==> config.mk <==
export PLATFORM = sky130hd
export DESIGN_NAME = gerenciador_vez
export DESIGN_NICKNAME = d
export VERILOG_FILES = /design/src/rtl/gerenciador_vez.sv
export SDC_FILE = /design/constraint.sdc
export NUM_CORES = 1
export LEC_CHECK = 0
export ABC_AREA = 1
export CAP_MARGIN = 20
export CORE_MARGIN = 2
export CORE_UTILIZATION = 45
export CTS_CLUSTER_SIZE = 20
export DETAILED_ROUTE_END_ITERATION = 8
export PLACE_DENSITY = 0.64
export SKIP_LAST_GASP = 1
export SYNTH_ARGS = -nofsm -noshare
export SYNTH_HDL_FRONTEND = slang
export SYNTH_SLANG_ARGS = --single-unit
==> constraint.sdc <==
create_clock -name clock -period 1.9 [get_ports clock]
set_input_delay 0.285 -clock clock [delete_from_list [all_inputs] [get_ports clock]]
set_output_delay 0.285 -clock clock [all_outputs]
set_load 0.05 [all_outputs]
==> src/rtl/gerenciador_vez.sv <==
// Turn controller for tic-tac-toe: drives the player-turn display code,
// alternates turns on valid moves, enforces a per-turn timeout and holds
// the error code for a fixed time after an invalid move or a timeout.
module gerenciador_vez #(
  parameter int unsigned TIMEOUT_CICLOS = 5000,
  parameter int unsigned ERRO_CICLOS    = 1000,
  parameter int unsigned LARGURA_CONT   = 16
) (
  input  logic       clock,
  input  logic       reset,
  input  logic       iniciar,
  input  logic       jogada_valida,
  input  logic       jogada_invalida,
  input  logic       fim_jogo,
  output logic [1:0] jogador,
  output logic       vez_ativa,
  output logic       troca_vez,
  output logic       timeout
);

  localparam logic [1:0] COD_NADA = 2'b00;
  localparam logic [1:0] COD_J1   = 2'b01;
  localparam logic [1:0] COD_J2   = 2'b10;
  localparam logic [1:0] COD_ERRO = 2'b11;

  localparam logic [LARGURA_CONT-1:0] CONT_TIMEOUT = LARGURA_CONT'(TIMEOUT_CICLOS - 1);
  localparam logic [LARGURA_CONT-1:0] CONT_ERRO    = LARGURA_CONT'(ERRO_CICLOS - 1);
  localparam logic [LARGURA_CONT-1:0] CONT_MAX     = '1;

  typedef enum logic [2:0] {
    OCIOSO,
    VEZ_J1,
    VEZ_J2,
    ERRO,
    FIM
  } estado_t;

  estado_t                 estado, estado_prox;
  logic [LARGURA_CONT-1:0] cont, cont_prox, cont_inc;
  // retorno_j2: turn to resume after ERRO (0 = P1, 1 = P2)
  logic                    retorno_j2, retorno_j2_prox;
  // troca_pend: the pending ERRO exit hands the turn to the other player
  logic                    troca_pend, troca_pend_prox;
  logic [1:0]              jogador_prox;
  logic                    vez_ativa_prox, troca_vez_prox, timeout_prox;

  // Saturating increment of the shared cycle counter
  assign cont_inc = (cont == CONT_MAX) ? cont : cont + LARGURA_CONT'(1);

  // State, counter and registered outputs
  always_ff @(posedge clock or negedge reset) begin
    if (!reset) begin
      estado     <= OCIOSO;
      cont       <= '0;
      retorno_j2 <= 1'b0;
      troca_pend <= 1'b0;
      jogador    <= COD_NADA;
      vez_ativa  <= 1'b0;
      troca_vez  <= 1'b0;
      timeout    <= 1'b0;
    end else begin
      estado     <= estado_prox;
      cont       <= cont_prox;
      retorno_j2 <= retorno_j2_prox;
      troca_pend <= troca_pend_prox;
      jogador    <= jogador_prox;
      vez_ativa  <= vez_ativa_prox;
      troca_vez  <= troca_vez_prox;
      timeout    <= timeout_prox;
    end
  end

  // Next state, counter update and next output values
  always_comb begin
    estado_prox     = estado;
    cont_prox       = cont;
    retorno_j2_prox = retorno_j2;
    troca_pend_prox = troca_pend;
    troca_vez_prox  = 1'b0;
    timeout_prox    = 1'b0;
    jogador_prox    = COD_NADA;
    vez_ativa_prox  = 1'b0;

    case (estado)
      OCIOSO, FIM: begin
        if (iniciar) estado_prox = VEZ_J1;
      end
      VEZ_J1, VEZ_J2: begin
        cont_prox = cont_inc;
        if (fim_jogo) begin
          estado_prox = FIM;
        end else if (jogada_valida) begin
          estado_prox    = (estado == VEZ_J1) ? VEZ_J2 : VEZ_J1;
          troca_vez_prox = 1'b1;
        end else if (jogada_invalida) begin
          estado_prox     = ERRO;
          retorno_j2_prox = (estado == VEZ_J2);
          troca_pend_prox = 1'b0;
        end else if (cont == CONT_TIMEOUT) begin
          estado_prox     = ERRO;
          retorno_j2_prox = (estado == VEZ_J1);
          troca_pend_prox = 1'b1;
          timeout_prox    = 1'b1;
        end
      end
      ERRO: begin
        cont_prox = cont_inc;
        if (fim_jogo) begin
          estado_prox = FIM;
        end else if (cont == CONT_ERRO) begin
          estado_prox    = retorno_j2 ? VEZ_J2 : VEZ_J1;
          troca_vez_prox = troca_pend;
        end
      end
      default: estado_prox = OCIOSO;
    endcase

    // Every state change restarts the counter
    if (estado_prox != estado) cont_prox = '0;

    case (estado_prox)
      VEZ_J1: begin
        jogador_prox   = COD_J1;
        vez_ativa_prox = 1'b1;
      end
      VEZ_J2: begin
        jogador_prox   = COD_J2;
        vez_ativa_prox = 1'b1;
      end
      ERRO:    jogador_prox = COD_ERRO;
      default: jogador_prox = COD_NADA;
    endcase
  end

endmodule

After elaboration in Yosys (flattened, before gate mapping) --
Index checks and enable logic that the tools add are counted.
Storage, ports and cells: register bits 26, bits of input ports 6, output and inout port bits 5, word-level logic and storage cells 61
Cells by class: add/sub/neg operators 1, equal/unequal tests 12, mux-type cells 29, bitwise operators 2, reductions and logical operators 9
Operators with widths (number):
- $mux W16 | 3
- $mux W3 | 7
- $add A16 B1 Y16 const B | 1
- $eq A16 B10 Y1 const B | 1
- $eq A16 B13 Y1 const B | 1
- $eq A16 B16 Y1 const B | 1
- $mux W1 | 14
- $eq A3 B2 Y1 const B | 4
- $pmux W3 S3 | 1
- $eq A3 B1 Y1 const B | 2
- $pmux W2 S3 | 1
- $reduce_or A2 Y1 | 3
- $mux W2 | 2
- $reduce_and A4 Y1 | 1
- $reduce_bool A2 Y1 | 2
- $eq A3 B3 Y1 const B | 1
- $logic_not A3 Y1 | 1
- $ne A3 B3 Y1 | 1
- $reduce_or A3 Y1 | 1
- $ne A2 B1 Y1 const B | 1
- $not A1 Y1 | 2
- $pmux W1 S2 | 1
- $reduce_and A2 Y1 | 1

Logic depth before layout (Yosys ltp) --
depth after elaboration 9, depth in mapped cells 16, depth with buffers taken out 15

Least setup slack after synthesis --
No wires, ideal clock.
path kind flip-flop to flip-flop, start register cont[0], end register cont[14], setup time 69 ps, data arrival time 1706 ps, required time 1831 ps, setup slack 125 ps, stages on the path, launching flop included 16, buffers on the path 1, clock period less this slack 1775 ps, cells stage by stage dfrtp_1 ha_1 nand2_1 inv_1 nand2_2 nor2_4 nand2_1 nand2_1 o21bai_1 nand2_2 nand2_2 nand2_2 nand2_2 nand2_4 buf_12 nor2_2
On the way: word-level cells in the longest chain between the ends 9, elaborated cells between the ends (all ways) 18, those cells by class 1 x add/sub; 5 x eq/ne; 10 x mux; 2 x reduce/logical
Ends and longest elaborated chain:
- from (decl) | RTL line 39 | logic [LARGURA_CONT-1:0] cont, cont_prox, cont_inc;
- from (signal assigned) | RTL line 63 | cont <= cont_prox;
- $eq A16 B13 Y1 | RTL line 99 | end else if (cont == CONT_TIMEOUT) begin
- $mux W3 | RTL line 99
- $mux W3 | RTL line 95 | end else if (jogada_invalida) begin
- $mux W3 | RTL line 92 | end else if (jogada_valida) begin
- $mux W3 | RTL line 90 | if (fim_jogo) begin
- $pmux W3 S3 | RTL line 84 | case (estado)
- $ne A3 B3 Y1 | RTL line 119 | if (estado_prox != estado) cont_prox = '0;
- $ne A2 B1 Y1 (no source line) or $reduce_bool A2 Y1 (tied branches)
- $reduce_and A2 Y1 (no source line)
Several ways; a longest one is shown, not always the timed one. The select of a mux whose other input is x is not followed. A chain may end at the register's enable or synchronous reset.

Worst setup path after layout --
start register cont[1], end register cont[7]
The elaborated chain is that of the path after synthesis.

==> reports/results.txt <==
H-tree depth - 1
Layout Nets - 252
DRC Markers - 0
Clock Sink Count - 26
Required time of the critical path - 2.15 ns
All-Layer GR Usage - 17.1%
Drt total wl - 3.56 mm
GRT overflow - 0
Initial Utilization - 47.1%
Synthesized flop and latch total - 26
Mapped Avg Cell Area - 7.37 µm²
Max-slew headroom - 66.7%
Mux share of post-synthesis cell area - 0%
Compound-Gate Fraction of Synth Area - 6.95%
DR pass1 iterations - 4
Placer Congestion - 0.839
Skew-Pair Late Insertion Delay - 0.34 ns
Die Area - 4010 µm²
Synthesis warning total - 0
Failing checks - setup timing
Adder-Cell Fraction of Synth Area - 0.790%
Simple-gate share of the synthesized area - 40.1%
WS Path Type - flop to flop
Number of global-route vias before repair - 1226
Commonest non-fill, non-tap cell in the layout - nand2_1
Initial antenna violation count - 0
# diodes - 0
CP Data Arrival Time - 2.17 ns
IO buf count - 10
CP endpoint kind - flop
PwrDens - 1210 nW/µm²
Slew @ Worst Pin - 0.497 ns
Chip height - 63.3 µm
Largest family of logic cells by synthesized area - simple AND/OR/NAND/NOR gates
Proportion of layout cells with a drive suffix above 1 - 29.9%
CTS clock-pin slew for the worst setup and hold paths - 0.15 ns
CTS tree - built
Vias - 1417
Lkg Pwr - 0.000899 µW
Total power - 2450 µW
Netlist Area Pre-Place - 1580 µm²
Syn Inst Count - 215
Core Area - 3360 µm²
Die X - 63.3 µm
WHS - 0.286 ns
Fill cells - 317
Layout Skew - 0.00320 ns
Row cnt - 21
Clock Path Buffers - 2
Hold Vio Cnt, Final - 0
CTS Buf Count - 3
Io pins - 11
Mapped Nets - 222
Syn-to-layout area delta - 28.1%
Post-DRT Antenna Nets - 0
Maximum clock frequency - 521 MHz
# hold bufs at CTS - 0
Fin. max-slew vios - 0
Status - complete, but fails checks
Distinct cells, synth - 30
Worst Path Max Fanout - 3
Post-DP HPWL - 2.29 mm
Average vias per placed instance - 4.89
Largest net degree at the start of global routing - 27
Setup ws final - -0.0182 ns
CTS root buf - clkbuf_4
First-pass GRT wire length - 5.52 mm
Worst hold path type - primary input to asynchronous set/reset pin
Initial DRC count - 67
Final setup viols - 3
XOR/XNOR Fraction of Synth Area - 1.66%
Min Tclk post-route - 1.92 ns
Max-cap violations - 0
Drt wl/cell - 12.3 µm
Fin crit share - 101%
Worst vdd ir - 0.946 mV
Commonest non-fill, non-tap cells in the layout - nand2_1 (50), inv_1 (26), dfrtp_1 (25), nor2_1 (20)
Startpoint types - flop
RSZ-0062 raised after global routing - yes
Seq/Total Area, Yosys - 41.1%
metal layers:
metal / global-route usage (%) / part of all wire, %
met5: 0 / 0
met2: 25.7 / 46
met4: 5.71 / 1.3
met1: 25.3 / 51
met3: 2.32 / 1.6
layout make-up:
class / count / area [µm²] / area share, %
flip-flops and latches: 26 / 652 / 32.1
clock buffers: 3 / 22.5 / 1.11
clock inverters: 1 / 30.0 / 1.48
repair buffers: 27 / 244 / 12.0
multi-input cells: 157 / 911 / 44.9
well taps: 46 / 57.6 / 2.84
inverters: 30 / 113 / 5.55
cell families (layout without fill, tap and decap cells):
family / after synthesis / after routing
compound gates: 18 / 18
flops: 26 / 26
fa+ha+maj: 1 / 1
simple gates: 134 / 135
xor+xnor: 3 / 3
buf+inv: 33 / 61
per-stage QoR:
step,cell area (µm²),setup TNS [ns],instances,worst slack (ns),utilization (%)
finish,2030,-0.0392,290,-0.0182,60.3
CTS,1840,0,280,0.0158,54.7
detailed placement,1770,-0.109,276,-0.0587,52.5
global route,2030,-0.955,290,-0.0995,60.3
floorplan,1580,0,215,0.125,-
global placement,1770,0,276,0.00528,52.5
flip-flops by register name, summed over array words and instances (netlist names):
signal,count
cont,16
estado,3
jogador,2
retorno_j2,1
timeout,1
troca_pend,1
troca_vez,1
vez_ativa,1
final timing paths:
kind | start | to | slack (ns) | cells after the start
min in group clock | jogada_invalida | timeout$_DFF_PN0_ | 0.52 | 2
max in group asynchronous | reset | cont[5]$_DFFE_PN0P_ | 1.36 | 2
hold reg to reg | troca_pend$_DFFE_PN0P_ | troca_pend$_DFFE_PN0P_ | 0.55 | 2
setup / recovery | cont[1]$_DFFE_PN0P_ | cont[7]$_DFFE_PN0P_ | -0.02 | 14
setup reg to reg | cont[1]$_DFFE_PN0P_ | cont[7]$_DFFE_PN0P_ | -0.02 | 14
hold / removal | reset | cont[5]$_DFFE_PN0P_ | 0.29 | 2
worst max-delay path, stage by stage, from the launching register on:
cell and delay, ns:
dfrtp_1 0.40, ha_2 0.20, nand2_2 0.08, nor2_4 0.12, nand3_2 0.08, nor2_2 0.15, nand2_2 0.09, nor2_4 0.17
nand2_2 0.08, nand2_4 0.11, buf_4 0.11, buf_4 0.09, o21ai_0 0.06, nand2_1 0.06, nor2_1 0.04
synth_stat cells, drive strengths merged:
cell    instances  area (µm²)
a211oi          1        7.51
xnor2           2        17.5
nand3          18        95.1
nor3            6        35.0
inv            30         113
a21boi          1        7.51
ha              1        12.5
xor2            1        8.76
o21ai           7        35.0
buf             3        36.3
dfrtp          26         651
o21bai          2        15.0
nand4           4        25.0
a21oi           5        28.8
nor2           37         186
a31o            1        8.76
nor4            1        6.26
nand2          68         288
o31ai           1        7.51
power breakdown:
group | switching (µW) | internal (µW)
Combinational | 863 | 483
Clock | 185 | 214
Sequential | 65.4 | 643
timing repair:
| item | in CTS | in global routing |
|---|---|---|
| pin swaps | 0 | 15 |
| hold endpoints to repair | 0 | 0 |
| endpoints found under the setup margin | 12 | 16 |
| buffers inserted | 0 | 9 |
| resized for setup | 3 | 30 |
| cloned | 0 | 1 |
No activity file was read; power rests on OpenSTA's default activity.
